==> config.mk <==
export PLATFORM = sky130hd
export DESIGN_NAME = sobel_window_reader
export DESIGN_NICKNAME = d
export VERILOG_FILES = /design/src/rtl/sobel_window_reader.sv
export SDC_FILE = /design/constraint.sdc
export NUM_CORES = 1
export LEC_CHECK = 0
export BUFFER_PORTS_ARGS = -buffer_cell sky130_fd_sc_hd__buf_2
export CORE_UTILIZATION = 30
export CTS_CLUSTER_SIZE = 30
export DETAILED_ROUTE_END_ITERATION = 8
export GPL_ROUTABILITY_DRIVEN = 0
export GPL_TIMING_DRIVEN = 0
export MAX_ROUTING_LAYER = met4
export SETUP_SLACK_MARGIN = 0.05
export SLEW_MARGIN = 20
export SYNTH_ARGS = -nofsm -noshare
export SYNTH_HDL_FRONTEND = slang
export SYNTH_SLANG_ARGS = --single-unit
==> constraint.sdc <==
create_clock -name clk -period 3.94 [get_ports clk]
set_input_delay 0.591 -clock clk [delete_from_list [all_inputs] [get_ports clk]]
set_output_delay 0.591 -clock clk [all_outputs]
set_load 0.005 [all_outputs]
==> src/rtl/sobel_window_reader.sv <==
// Streams every interior 3x3 window of an IMG_W x IMG_H image out of a
// single-port pixel RAM (one-cycle read latency) with a valid/ready handshake.
module sobel_window_reader #(
  parameter int IMG_W  = 32,
  parameter int IMG_H  = 32,
  parameter int ADDR_W = 10,
  parameter int PIX_W  = 8
) (
  input  logic                 clk,
  input  logic                 rst,
  input  logic                 start,
  output logic [ADDR_W-1:0]    mem_addr,
  output logic                 mem_rd_en,
  input  logic [PIX_W-1:0]     mem_rdata,
  output logic [9*PIX_W-1:0]   win_data,
  output logic [ADDR_W-1:0]    win_center,
  output logic                 win_valid,
  input  logic                 win_ready,
  output logic                 busy,
  output logic                 done
);

  localparam int                COL_W    = $clog2(IMG_W);
  localparam logic [ADDR_W-1:0] W_A      = ADDR_W'(IMG_W);
  localparam logic [ADDR_W-1:0] FIRST_C  = ADDR_W'(IMG_W + 1);
  localparam logic [ADDR_W-1:0] LAST_C   = ADDR_W'(IMG_W * (IMG_H - 2) + IMG_W - 2);
  localparam logic [COL_W-1:0]  LAST_COL = COL_W'(IMG_W - 2);

  typedef enum logic [2:0] {IDLE, READ, WAIT, OUT, DONE} state_t;

  state_t            state;
  logic [ADDR_W-1:0] centre;
  logic [COL_W-1:0]  col;
  logic [3:0]        idx;
  logic [PIX_W-1:0]  win_reg [9];
  logic [ADDR_W-1:0] next_centre;
  logic [COL_W-1:0]  next_col;

  // Tap k of the window around centre c, row-major from top-left.
  function automatic logic [ADDR_W-1:0] tap_addr(input logic [ADDR_W-1:0] c,
                                                 input logic [3:0]        k);
    logic [ADDR_W-1:0] row;
    case (k)
      4'd0, 4'd1, 4'd2: row = c - W_A;
      4'd3, 4'd4, 4'd5: row = c;
      default:          row = c + W_A;
    endcase
    case (k)
      4'd0, 4'd3, 4'd6: return row - ADDR_W'(1);
      4'd2, 4'd5, 4'd8: return row + ADDR_W'(1);
      default:          return row;
    endcase
  endfunction

  // Skipping the right border of one row and the left border of the next is +3.
  always_comb begin
    next_centre = centre + ADDR_W'(1);
    next_col    = col + COL_W'(1);
    if (col == LAST_COL) begin
      next_centre = centre + ADDR_W'(3);
      next_col    = COL_W'(1);
    end
  end

  always_comb begin
    win_data = '0;
    for (int k = 0; k < 9; k++) win_data[k*PIX_W +: PIX_W] = win_reg[k];
  end

  always_ff @(posedge clk or posedge rst) begin
    if (rst) begin
      state      <= IDLE;
      centre     <= '0;
      col        <= '0;
      idx        <= '0;
      mem_addr   <= '0;
      mem_rd_en  <= 1'b0;
      win_center <= '0;
      win_valid  <= 1'b0;
      busy       <= 1'b0;
      done       <= 1'b0;
      for (int k = 0; k < 9; k++) win_reg[k] <= '0;
    end else begin
      case (state)
        IDLE: begin
          if (start) begin
            state     <= READ;
            centre    <= FIRST_C;
            col       <= COL_W'(1);
            idx       <= 4'd0;
            mem_addr  <= tap_addr(FIRST_C, 4'd0);
            mem_rd_en <= 1'b1;
            busy      <= 1'b1;
          end
        end
        READ: begin
          // Data arriving now belongs to the address issued one cycle earlier.
          if (idx != 4'd0) win_reg[idx - 4'd1] <= mem_rdata;
          if (idx == 4'd8) begin
            state     <= WAIT;
            mem_rd_en <= 1'b0;
            mem_addr  <= '0;
          end else begin
            idx      <= idx + 4'd1;
            mem_addr <= tap_addr(centre, idx + 4'd1);
          end
        end
        WAIT: begin
          win_reg[8] <= mem_rdata;
          win_center <= centre;
          win_valid  <= 1'b1;
          state      <= OUT;
        end
        OUT: begin
          if (win_ready) begin
            win_valid <= 1'b0;
            if (centre == LAST_C) begin
              state <= DONE;
              done  <= 1'b1;
            end else begin
              centre    <= next_centre;
              col       <= next_col;
              idx       <= 4'd0;
              mem_addr  <= tap_addr(next_centre, 4'd0);
              mem_rd_en <= 1'b1;
              state     <= READ;
            end
          end
        end
        DONE: begin
          done  <= 1'b0;
          busy  <= 1'b0;
          state <= IDLE;
        end
        default: state <= IDLE;
      endcase
    end
  end

endmodule

# [After elaboration in Yosys (flattened, before gate mapping)]
# Index checks and enable logic that the tools add are counted.
[word_totals] romBits=0 input_bits=12 mem_bits_rw=0 latch_bits=0 elab_cells=126 output_inout_bits=96 register_bits=118 memories=0
[classes] shifts=0 n_mul=0 n_lt_le_gt_ge=2 muxes=48 n_bitwise=1 reduce_logical=24 add_sub_neg=11 n_eq_ne=21 n_div=0
[ops] cell="$mux 10" count=13
[ops] cell="$bwmux 72" count=1
[ops] cell="$pmux 10 s2" count=3
[ops] cell="$demux 8 s4" count=1
[ops] cell="$pmux 10 s3" count=1
[ops] cell="$add 10x1->10 const B" count=2
[ops] cell="$mux 5" count=4
[ops] cell="$sub 10x1->10 const B" count=2
[ops] cell="$sub 10x6->10 const B" count=2
[ops] cell="$mux 4" count=4
[ops] cell="$mux 8" count=2
[ops] cell="$pmux 8 s2" count=1
[ops] cell="$ne 2x2->1 const B" count=7
[ops] cell="$eq 4x3->1 const B" count=3
[ops] cell="$mux 3" count=4
[ops] cell="$pmux 3 s4" count=1
[ops] cell="$pmux 4 s3" count=1
[ops] cell="$reduce_or 3->1" count=4
[ops] cell="$add 10x2->10 const B" count=1
[ops] cell="$add 10x6->10 const B" count=1
[ops] cell="$eq 10x10->1 const B" count=1
[ops] cell="$pmux 5 s2" count=1
[ops] cell="$reduce_and 5->1" count=2
[ops] cell="$reduce_bool 2->1" count=5
[ops] cell="24 further kinds" count=40

# [Logic depth before layout (Yosys ltp)]
# Gate-level depths: netlist of run 1.
[logic_depth] depth_word=10 depth_mapped=17 ltp_nobuf=16

# [Worst setup path before layout of run 1]
# OpenSTA, ideal clock, no wires.
[synth_timing] path_kind="flip-flop to flip-flop" start="reg idx[0]" end="reg mem_addr[8]" setup_time_ps=135 setup_slack_ps=271 path_buffers=0 synth_period_minus_slack_ps=3669 stages_incl_launch_ff=13 required_time_ps=3805 arrival_time_ps=3534 cell_sequence="dfrtp_1 -> ha_1 -> xor2_2 -> mux2_2 -> mux2i_1 -> ha_1 -> nor2b_1 -> o31a_1 -> o32ai_1 -> xnor2_1 -> mux2_4 -> a22oi_2 -> o31ai_1"
[synth_via] elab_chain_cells=10 word_cells_on_any_way=22 cone_classes="add/sub (3); eq/ne (8); mux (6); reduce/logical (5)"
[synth_lines] element="start, declared" line_no="34" text="logic [3:0] idx;"
[synth_lines] element="start signal, assigned" line_no="104" text="idx <= idx + 4'd1;"
[synth_lines] element="$add 4x1->4" line_no="105" text="mem_addr <= tap_addr(centre, idx + 4'd1);"
[synth_lines] element="$eq 4x3->1 (tied with other cells)" line_no="43, 48"
[synth_lines] element="$reduce_or 3->1" line_no="43" text="case (k)"
[synth_lines] element="$pmux 10 s2" line_no="43"
[synth_lines] element="$mux 10" line_no="99" text="if (idx == 4'd8) begin"
[synth_lines] element="$mux 10" line_no="84" text="case (state)"
[synth_lines] element="$add 10x1->10 / $sub 10x1->10 (equally long branches)" line_no="50, 49"
[synth_lines] element="$pmux 10 s2" line_no="48" text="case (k)"
[synth_lines] element="$mux 10 *" line_no="99"
[synth_lines] element="$pmux 10 s3 *" line_no="84"
[synth_lines] element="end signal, assigned" line_no="91" text="mem_addr <= tap_addr(FIRST_C, 4'd0);"
[synth_lines] element="end signal, assigned" line_no="105"
[synth_lines] element="end signal, assigned" line_no="124" text="mem_addr <= tap_addr(next_centre, 4'd0);"
[synth_lines] element="end, declared" line_no="12" text="output logic [ADDR_W-1:0] mem_addr,"
# Every way passes the cells marked *; elsewhere a longest branch is shown, timed or not. The select of a mux whose other input is x is not followed.
# A chain may end at the register's enable or synchronous reset.

# [Worst setup path in the final report of run 1]
# Ends and elaborated chain as after synthesis.

==> impl_metrics.toml, run 1 <==
[outcome]
outcome = "completed"

[sta]
whs_ps = 197
fin_crit_ps = 3660
rsz0062_at_grt = "false"
worst-slew-pin-transition_ps = 897
fin_worst_skew_ps = 8.44
finalCritPeriodShare_pct = 92.9
final.setup.worst_slack_ps = 281
drv_slew = 0
slew_headroom_pct = 39.9
setup_viol = 0
hold_viol_final = 0
max_freq_mhz = 273

[clock_network]
cts_made_buffers = 17
htree_levels = 4
root_buffer = "clkbuf_16"
cts.sink_count = 118
clk-insertion-delay-late_ps = 420
clk_pin_slew_worst_paths_ps = 60
clockBufferDepth = 2
cts_tree = "done"

[setup_path]
worst_setup_path_start_kind = "register"
end_kind = "register"
critical_path_class = "reg2reg"
critPathBufInv = 0
required_ps = 4220
crit_chain = "ha_2 > xor2_4 > mux2i_1 > nor2b_4 > mux2_2 > ha_1 > or3_1 > o32ai_1 > xnor2_1 > mux2_4 > a22oi_2 > o31ai_1"
max_stage_delay_ps = 470
cp.arrival_ps = 3940
cp_top_family = "multiplexers"
cpMaxStageDelayCell = "dfrtp_2"
crit_fanout = 8

[min_path]
worstHoldPathType = "in2async"

[pwr]
ir_drop_v = 0.000510
p_per_area_nw_per_um2 = 1080
total_power_mw = 8.55
power.leakage_nw = 3.55

[finish]
area_growth_pct = 27.6
layout-drive-gt1-share_pct = 37.4
n_fill_cell = 1959
finalNetCount = 717
diodes = 0
multi_input_area_um2 = 3210
utilization_pct = 39.2
regArea_um2 = 2950

[routing]
first_pass_iters = 4
num_vias = 4761
drt_wl_total_um = 16200
via_per_inst = 4.95
avgRoutedWirePerCell_um = 16.9
ant_nets = 0
drt-initial-drc-count = 203
route.detailed.drc = 0

[global_routing]
track_usage_pct = 16.4
antenna_found_initial = 0
grt_max_degree = 75
overflow = 0
grt_pass1_wl_um = 26200
grt_pass1_vias = 4844

[logic_synthesis]
synth.avg_cell_area_um2 = 11.3
synth_top_family_by_area = "multiplexers"
synth-edff-count = 0
muxShareOfSynthArea_pct = 17.2
synthFlopType = "dfrtp_1"
synth_seq_cells = 118
synth-compound-area-share_pct = 11.4
synth_top_area_share_pct = 47.6
synth_seq_area_share_pct = 47.6
synth_nets = 587
synth_xor_area_share_pct = 4.80
synth-simple-area-share_pct = 11.3
synthArstFlopShare_pct = 100
yosysMostFrequentCell = "dfrtp_1"
syn_inst = 549
synthTopCellsByCount = "dfrtp_1, mux2_2, nand2_1"
synth.distinct_cells = 65
yosys_warnings = 0
synth_area_um2 = 6210
synthAdderAreaFrac_pct = 5.60
synth_area_leaders = "dfrtp_1, mux2_2, ha_1"
yosysTopAreaCell = "dfrtp_1"

[die]
io_pins = 108
die_width_um = 146
coreArea_um2 = 20200
initial_utilization_pct = 30.7
die_area_um2 = 21300
rows = 52
die_h_um = 146

[place]
dpl.hpwl_um = 11400
dp_slack_ps = -335
port_buffers = 107

[run]
drv_cap = 0
stage by stage:
| stage | cells | TNS [ps] | area [um2] |
|---|---|---|---|
| after floorplan | 549 | 0 | 6210 |
| after global placement | 926 | -156420 | 7080 |
| after detailed placement | 927 | -1160 | 7120 |
| after CTS | 959 | 0 | 7830 |
| after global routing | 962 | 0 | 7920 |
| final | 962 | 0 | 7920 |
cell type report:
type / instances / area share [%]
Multi-Input combinational cell: 399 / 40.5
Sequential cell: 118 / 37.3
Timing Repair Buffer: 112 / 7.64
Clock buffer: 21 / 5.81
Tap cell: 270 / 4.26
Clock inverter: 11 / 2.80
Buffer: 19 / 1.06
Inverter: 12 / 0.632
layout by cell type, fill, tap and decap left out, types with 6 or more instances in the layout:
| cell type | count |
|---|---|
| a21oi_1 | 20 |
| buf_2 | 114 |
| bufinv_16 | 6 |
| clkbuf_1 | 13 |
| clkbuf_16 | 17 |
| dfrtp_1 | 117 |
| ha_1 | 19 |
| inv_1 | 11 |
| mux2_2 | 85 |
| mux2i_1 | 7 |
| nand2_1 | 51 |
| nand3_1 | 13 |
| nor2_1 | 32 |
| nor3_1 | 6 |
| o21a_1 | 10 |
| o21ai_0 | 24 |
| o31ai_1 | 11 |
| xnor2_1 | 21 |
| xor2_1 | 8 |
metal layers:
metal	track usage [%]	vias up	wire [um]
met5	-	-	0
met4	5.58	0	239
met3	5.14	18	1170
met2	24.2	147	7280
met1	21.1	2345	7550
li1	-	2251	-
logic make-up (layout without fill, tap and decap cells):
kind of cell	after synthesis	count (layout)
buffers and inverters	32	175
DFF	118	118
and+or+nand+nor	142	142
adders and majority gates	26	26
xor gates and xnor gates	31	31
muxes	95	95
AOI/OAI and AO/OA	105	105
timing repair:
| action | in CTS | in global routing |
|---|---|---|
| pin swaps | 0 | 1 |
| endpoints found under the setup margin | 6 | 4 |
| hold buffers | 0 | 0 |
| resized for setup | 5 | 11 |
| buffers inserted | 0 | 4 |
| gates cloned | 0 | 0 |
registers in the layout (all words and copies together), names as in the netlist:
signal      count
busy            1
state           3
idx             4
win_center     10
win_valid       1
mem_addr       10
win_data       72
mem_rd_en       1
centre         10
done            1
col             5
path summary, 6_finish.rpt:
check | to | from | cells after the start | slack (ps)
setup / recovery | mem_addr[8]$_DFFE_PP0P_ | idx[0]$_DFFE_PP0P_ | 12 | 280
hold / removal | busy$_DFFE_PP0P_ | rst | 2 | 200
setup reg to reg | mem_addr[8]$_DFFE_PP0P_ | idx[0]$_DFFE_PP0P_ | 12 | 280
hold reg to reg | mem_addr[4]$_DFFE_PP0P_ | mem_addr[4]$_DFFE_PP0P_ | 1 | 480
max in group asynchronous | win_data[7]$_DFFE_PP0P_ | rst | 3 | 3040
min in group clk | busy$_DFFE_PP0P_ | start | 3 | 470
power breakdown:
group          leakage [nW]  internal, mW  total [mW]  switching, mW
logic                  1.80          2.27        4.68           2.41
clock network         0.324          1.22        1.80          0.581
registers              1.43          1.76        2.07          0.311
Note: power is estimated with default switching activity, not from simulation.
==> inputs of run 2 (changes only) <==
--- a/config.mk
+++ b/config.mk
@@ -5,6 +5,7 @@
 export SDC_FILE = /design/constraint.sdc
 export NUM_CORES = 1
 export LEC_CHECK = 0
+export ABC_AREA = 1
 export BUFFER_PORTS_ARGS = -buffer_cell sky130_fd_sc_hd__buf_2
 export CORE_UTILIZATION = 30
 export CTS_CLUSTER_SIZE = 30
@@ -12,7 +13,6 @@
 export GPL_ROUTABILITY_DRIVEN = 0
 export GPL_TIMING_DRIVEN = 0
 export MAX_ROUTING_LAYER = met4
-export SETUP_SLACK_MARGIN = 0.05
 export SLEW_MARGIN = 20
 export SYNTH_ARGS = -nofsm -noshare
 export SYNTH_HDL_FRONTEND = slang
==> run 2 against run 1 <==
Compared with the run above:
- die area up 0.10%
- sequential cell count unchanged
- setup slack better by 180 ps
- critical path type unchanged
- critical endpoint is now mem_addr[9]$_DFFE_PP0P_
- highest routed layer unchanged
==> impl_metrics.toml, run 2 <==
[setup_path]
critPathCapture = "mem_addr[9]$_DFFE_PP0P_"
r2r_cells = 25
r2r_end = "mem_addr[9]$_DFFE_PP0P_"
cp.arrival_ps = 3790
critical_path_class = "reg2reg"
required_ps = 4250
rrSetupSlack_ps = 460
crit_fanout = 7
worst_setup_path_start_kind = "register"
r2r_start = "idx[1]$_DFFE_PP0P_"
end_kind = "register"
cp-startpoint = "idx[1]$_DFFE_PP0P_"

[finish]
largest_register_ffs = 72
fin_area_um2 = 7710
final_common_cell = "nand2_1"
layout-drive-gt1-share_pct = 22.7
finalNetCount = 924
n_fill_cell = 2125
layout_common_cells = "nand2_1, dfrtp_1, buf_2, nor2_1, a21oi_1"
diodes = 0
fin_cells = 1169
area_growth_pct = 24.1

[logic_synthesis]
yosysMostFrequentCell = "nand2_1"
synth_top_family_by_area = "simple AND/OR/NAND/NOR gates"
synth-edff-count = 0
synth_area_um2 = 6220
synth.distinct_cells = 37
synthAdderAreaFrac_pct = 5.60
yosysTopAreaCell = "dfrtp_1"
yosys_warnings = 0
synthFlopType = "dfrtp_1"
synth-compound-area-share_pct = 13.4
synth_seq_cells = 118
synth_nets = 797
synthArstFlopShare_pct = 100
synth_seq_area_share_pct = 47.5
muxShareOfSynthArea_pct = 0
synth.avg_cell_area_um2 = 8.19
synthTopCellsByCount = "nand2_1, dfrtp_1, nor2_1"
synth_xor_area_share_pct = 1.69
synth_area_leaders = "dfrtp_1, nand2_1, a21oi_1"
synth_top_area_share_pct = 47.5
syn_inst = 759
synth-simple-area-share_pct = 25.6

[sta]
setup_viol = 0
worst-slew-pin-transition_ps = 629
final.setup.worst_slack_ps = 464
max_freq_mhz = 288
finalCritPeriodShare_pct = 88.2
fin_crit_ps = 3480
slew_headroom_pct = 57.9
rsz0062_at_grt = "false"
drv_slew = 0
fin_worst_skew_ps = 16.9
hold_viol_final = 0

[die]
die_width_um = 146
io_pins = 108
coreArea_um2 = 20300
initial_utilization_pct = 30.6
rows = 52
die_h_um = 146
die_area_um2 = 21300

[outcome]
outcome = "completed"

[clock_network]
clk-insertion-delay-late_ps = 430
cts.sink_count = 118
cts_made_buffers = 17
root_buffer = "clkbuf_16"
clk_pin_slew_worst_paths_ps = 60
clockBufferDepth = 2
htree_levels = 4
cts_tree = "done"

[global_routing]
grt_max_degree = 74
antenna_found_initial = 0
grt_pass1_vias = 5094
grt_pass1_wl_um = 27400
overflow = 0
track_usage_pct = 16.8

[pwr]
p_per_area_nw_per_um2 = 907
ir_drop_v = 0.000378
total_power_mw = 7.00
power.leakage_nw = 3.66

[routing]
via_per_inst = 4.69
drt_wl_total_um = 16500
ant_nets = 0
drt-initial-drc-count = 243
avgRoutedWirePerCell_um = 14.1
num_vias = 5479
first_pass_iters = 4
route.detailed.drc = 0

[min_path]
worstHoldPathType = "in2async"

[place]
port_buffers = 107
place_area_um2 = 7120
dp_slack_ps = 294
placedCellCount = 1137
dpl.hpwl_um = 12200

[run]
drv_cap = 0
## run 2: final cells by class
cell class | instances | area [um2] | share of cell area, %
Timing Repair Buffer | 108 | 563 | 7.30
Clock inverter | 15 | 158 | 2.04
Sequential cell | 118 | 2960 | 38.3
Inverter | 73 | 279 | 3.62
Tap cell | 270 | 338 | 4.38
Clock buffer | 17 | 425 | 5.52
Multi-Input combinational cell | 551 | 2880 | 37.3
Buffer | 17 | 114 | 1.48
## run 2: how the worst min path moves through the flow
stage	end
after CTS	state[0]$_DFFE_PP0P_
after detailed placement	mem_addr[5]$_DFFE_PP0P_
after global placement	mem_addr[9]$_DFFE_PP0P_
final	state[0]$_DFFE_PP0P_
after global routing	state[0]$_DFFE_PP0P_
after floorplan	mem_addr[2]$_DFFE_PP0P_
## run 2: routing by layer
metal  up-vias  global-route usage (%)  share of wire [%]
li1       2758                       -                  -
met1      2570                    22.2                 48
met2       139                    25.4                 46
met3        12                    3.76                4.8
met4         0                    5.26                1.0
met5         -                       -                  0
## run 2: what timing repair did
item,4_1_cts,5_1_grt
buffers inserted,0,0
hold buffers,0,0
setup endpoints to repair,0,1
gates resized for setup,0,6
## run 2: cells by family (layout without fill, tap and decap cells)
family	count (synthesis)	after routing
AOI/OAI and AO/OA	155	155
adders and majority gates	26	26
DFF	118	118
and+or+nand+nor	358	358
xor gates and xnor gates	12	12
buffers and inverters	90	230
## run 2: worst max-delay path, cell delays in order (launching register included)
cell and delay, ps:
dfrtp_2 450, inv_1 150, ha_2 250, nor2_1 70, nand2_1 90, nand3_1 130
inv_2 120, ha_1 280, a21oi_1 160, nand2_1 70, xor2_1 140, nand2_1 80
o21ai_2 60, ha_1 320, nand2_1 100, inv_1 40, a21oi_1 140, nand3_1 150
nand3_1 140, nand2_1 50, nor2_1 90, nand2_1 60, nand3_1 70, nand2_1 50
nand2_1 50, nand2_1 50
## run 2: report_power, final
part,internal (mW),switching [mW]
registers,1.62,0.262
clock network,0.894,0.643
logic,1.38,2.20
total,3.89,3.11
## run 2: metrics by stage
| stage | utilization, % | hold WS, ps | setup TNS [ps] |
|---|---|---|---|
| floorplan | - | 472 | 0 |
| global placement | 34.9 | 465 | -156940 |
| detailed placement | 35.1 | 463 | 0 |
| finish | 38.0 | 206 | 0 |
| CTS | 38.0 | 208 | 0 |
| global route | 38.0 | 229 | 0 |
==> inputs of run 3 (changes only) <==
--- a/config.mk
+++ b/config.mk
@@ -5,7 +5,6 @@
 export SDC_FILE = /design/constraint.sdc
 export NUM_CORES = 1
 export LEC_CHECK = 0
-export ABC_AREA = 1
 export BUFFER_PORTS_ARGS = -buffer_cell sky130_fd_sc_hd__buf_2
 export CORE_UTILIZATION = 30
 export CTS_CLUSTER_SIZE = 30
==> run 3 against run 2 <==
Compared with the run above:
- highest routed layer unchanged
- hold slack got worse by 11 ps
- clock power increased by 18%
- largest cell class is now multi-input gates
- cell count shrank 18%
- global-route usage is 0.40 points lower
- routed wire length decreased by 1.8%
- design area up 2.2%
==> impl_metrics.toml, run 3 (synthesis gave the netlist of run 1 again) <==
[global_routing]
track_usage_pct = 16.4
grt_max_degree = 75
grt_pass1_vias = 4840
antenna_found_initial = 0
overflow = 0
grt_pass1_wl_um = 26100

[die]
rows = 52
initial_utilization_pct = 30.7
die_width_um = 146
coreArea_um2 = 20200
die_area_um2 = 21300
io_pins = 108
die_h_um = 146

[outcome]
outcome = "completed"

[pwr]
switching_share_pct = 38.6
ir_drop_v = 0.000508
power.leakage_nw = 3.55
clockPowerShare_pct = 21.3
pwr-share-comb_pct = 54.4
p_int_mw = 5.21
p_per_area_nw_per_um2 = 1080
pwr-share-seq_pct = 24.3
total_power_mw = 8.48
switching_power_mw = 3.28

[setup_path]
crit_fanout = 8
required_ps = 4300
rrSetupSlack_ps = 150
worst_setup_path_start_kind = "register"
critical_path_class = "reg2reg"
end_kind = "register"
cp.arrival_ps = 4150

[routing]
ant_nets = 0
drt-initial-drc-count = 230
route.detailed.drc = 0
num_vias = 4762
avgRoutedWirePerCell_um = 16.9
via_per_inst = 4.95
drt_wl_total_um = 16200
first_pass_iters = 4

[finish]
area_growth_pct = 26.9
layout_common_cells = "dfrtp_1, buf_2, mux2_2, nand2_1, nor2_1"
largest_register_ffs = 72
layout-drive-gt1-share_pct = 36.3
fin_cells = 962
n_fill_cell = 1963
finalNetCount = 717
diodes = 0
final_common_cell = "dfrtp_1"

[clock_network]
clockBufferDepth = 2
clk-insertion-delay-late_ps = 420
root_buffer = "clkbuf_16"
cts_made_buffers = 17
cts.sink_count = 118
cts_tree = "done"
clk_pin_slew_worst_paths_ps = 60
htree_levels = 4
postCtsHoldBufs = 0

[sta]
setup_viol = 0
rsz0062_at_grt = "true"
max_freq_mhz = 264
worst-slew-pin-transition_ps = 934
hold_viol_final = 0
finalCritPeriodShare_pct = 96.1
drv_slew = 0
whs_ps = 195
fin_crit_ps = 3790
fin_tns_setup_ps = 0
fin_worst_skew_ps = 9.39
slew_headroom_pct = 37.4

[place]
placedCellCount = 927
dpl.hpwl_um = 11400
port_buffers = 107

[min_path]
worstHoldPathType = "in2async"

[run]
drv_cap = 0
[run 3: worst paths after layout]
check                                          end  cells past startpoint             startpoint
setup / recovery           mem_addr[9]$_DFFE_PP0P_                     15     idx[0]$_DFFE_PP0P_
max in group asynchronous  win_data[7]$_DFFE_PP0P_                      3                    rst
setup reg to reg           mem_addr[9]$_DFFE_PP0P_                     15     idx[0]$_DFFE_PP0P_
min in group clk                  busy$_DFFE_PP0P_                      3                  start
hold / removal                    busy$_DFFE_PP0P_                      2                    rst
hold reg to reg              mem_rd_en$_DFFE_PP0P_                      2  mem_rd_en$_DFFE_PP0P_
[run 3: worst max-delay path, stage by stage, from the launching register on]
cell and delay [ps]:
dfrtp_1 470, ha_1 350, xor2_4 250, nor3_4 320, ha_1 290, a21o_1 150, a21oi_1 170, xnor2_1 80
mux2_4 280, ha_1 350, nand4_1 120, a21oi_1 220, nor3_1 100, a2111o_1 340, and2_1 170, nand4_2 60
[run 3: repair_timing]
action / 4_1_cts / 5_1_grt
resized for setup: 3 / 4
setup endpoints to repair: 5 / 3
endpoints found under the hold margin: 0 / 0
setup buffers: 0 / 3
[run 3: stage by stage]
step	util [%]	instance area [um2]	setup WS, ps
final	38.9	7880	155
after global routing	38.9	7880	-100
after CTS	38.6	7820	30.8
after detailed placement	35.2	7120	-335
after global placement	35.0	7080	-1330
after floorplan	-	6210	220
[run 3: cell type report]
type / count / area (um2) / share of cell area (%)
multi-input combinational: 399 / 3170 / 40.2
sequential: 118 / 2950 / 37.5
timing repair buffer: 111 / 598 / 7.59
clock buffer: 21 / 460 / 5.84
tap: 270 / 338 / 4.29
clock inverter: 11 / 221 / 2.81
buffer: 20 / 87.6 / 1.11
inverter: 12 / 50.0 / 0.635
[run 3: per-layer routing]
layer	up-vias	track usage [%]	wire length [um]
met5	-	-	0
met4	0	5.58	231
met3	17	5.14	1120
met2	144	24.2	7290
met1	2353	21.1	7600
li1	2248	-	-
[run 3: power groups by stage]
| stage | logic (mW) | clock network, mW | registers, mW |
|---|---|---|---|
| 2_1_floorplan | 3.14 | 0 | 2.08 |
| 5_1_grt | 5.05 | 1.88 | 2.14 |
| 3_5_place_dp | 4.45 | 0 | 2.07 |
| 4_1_cts | 4.52 | 1.83 | 2.06 |
| 3_3_place_gp | 4.41 | 0 | 2.05 |
| 6_report | 4.62 | 1.81 | 2.06 |
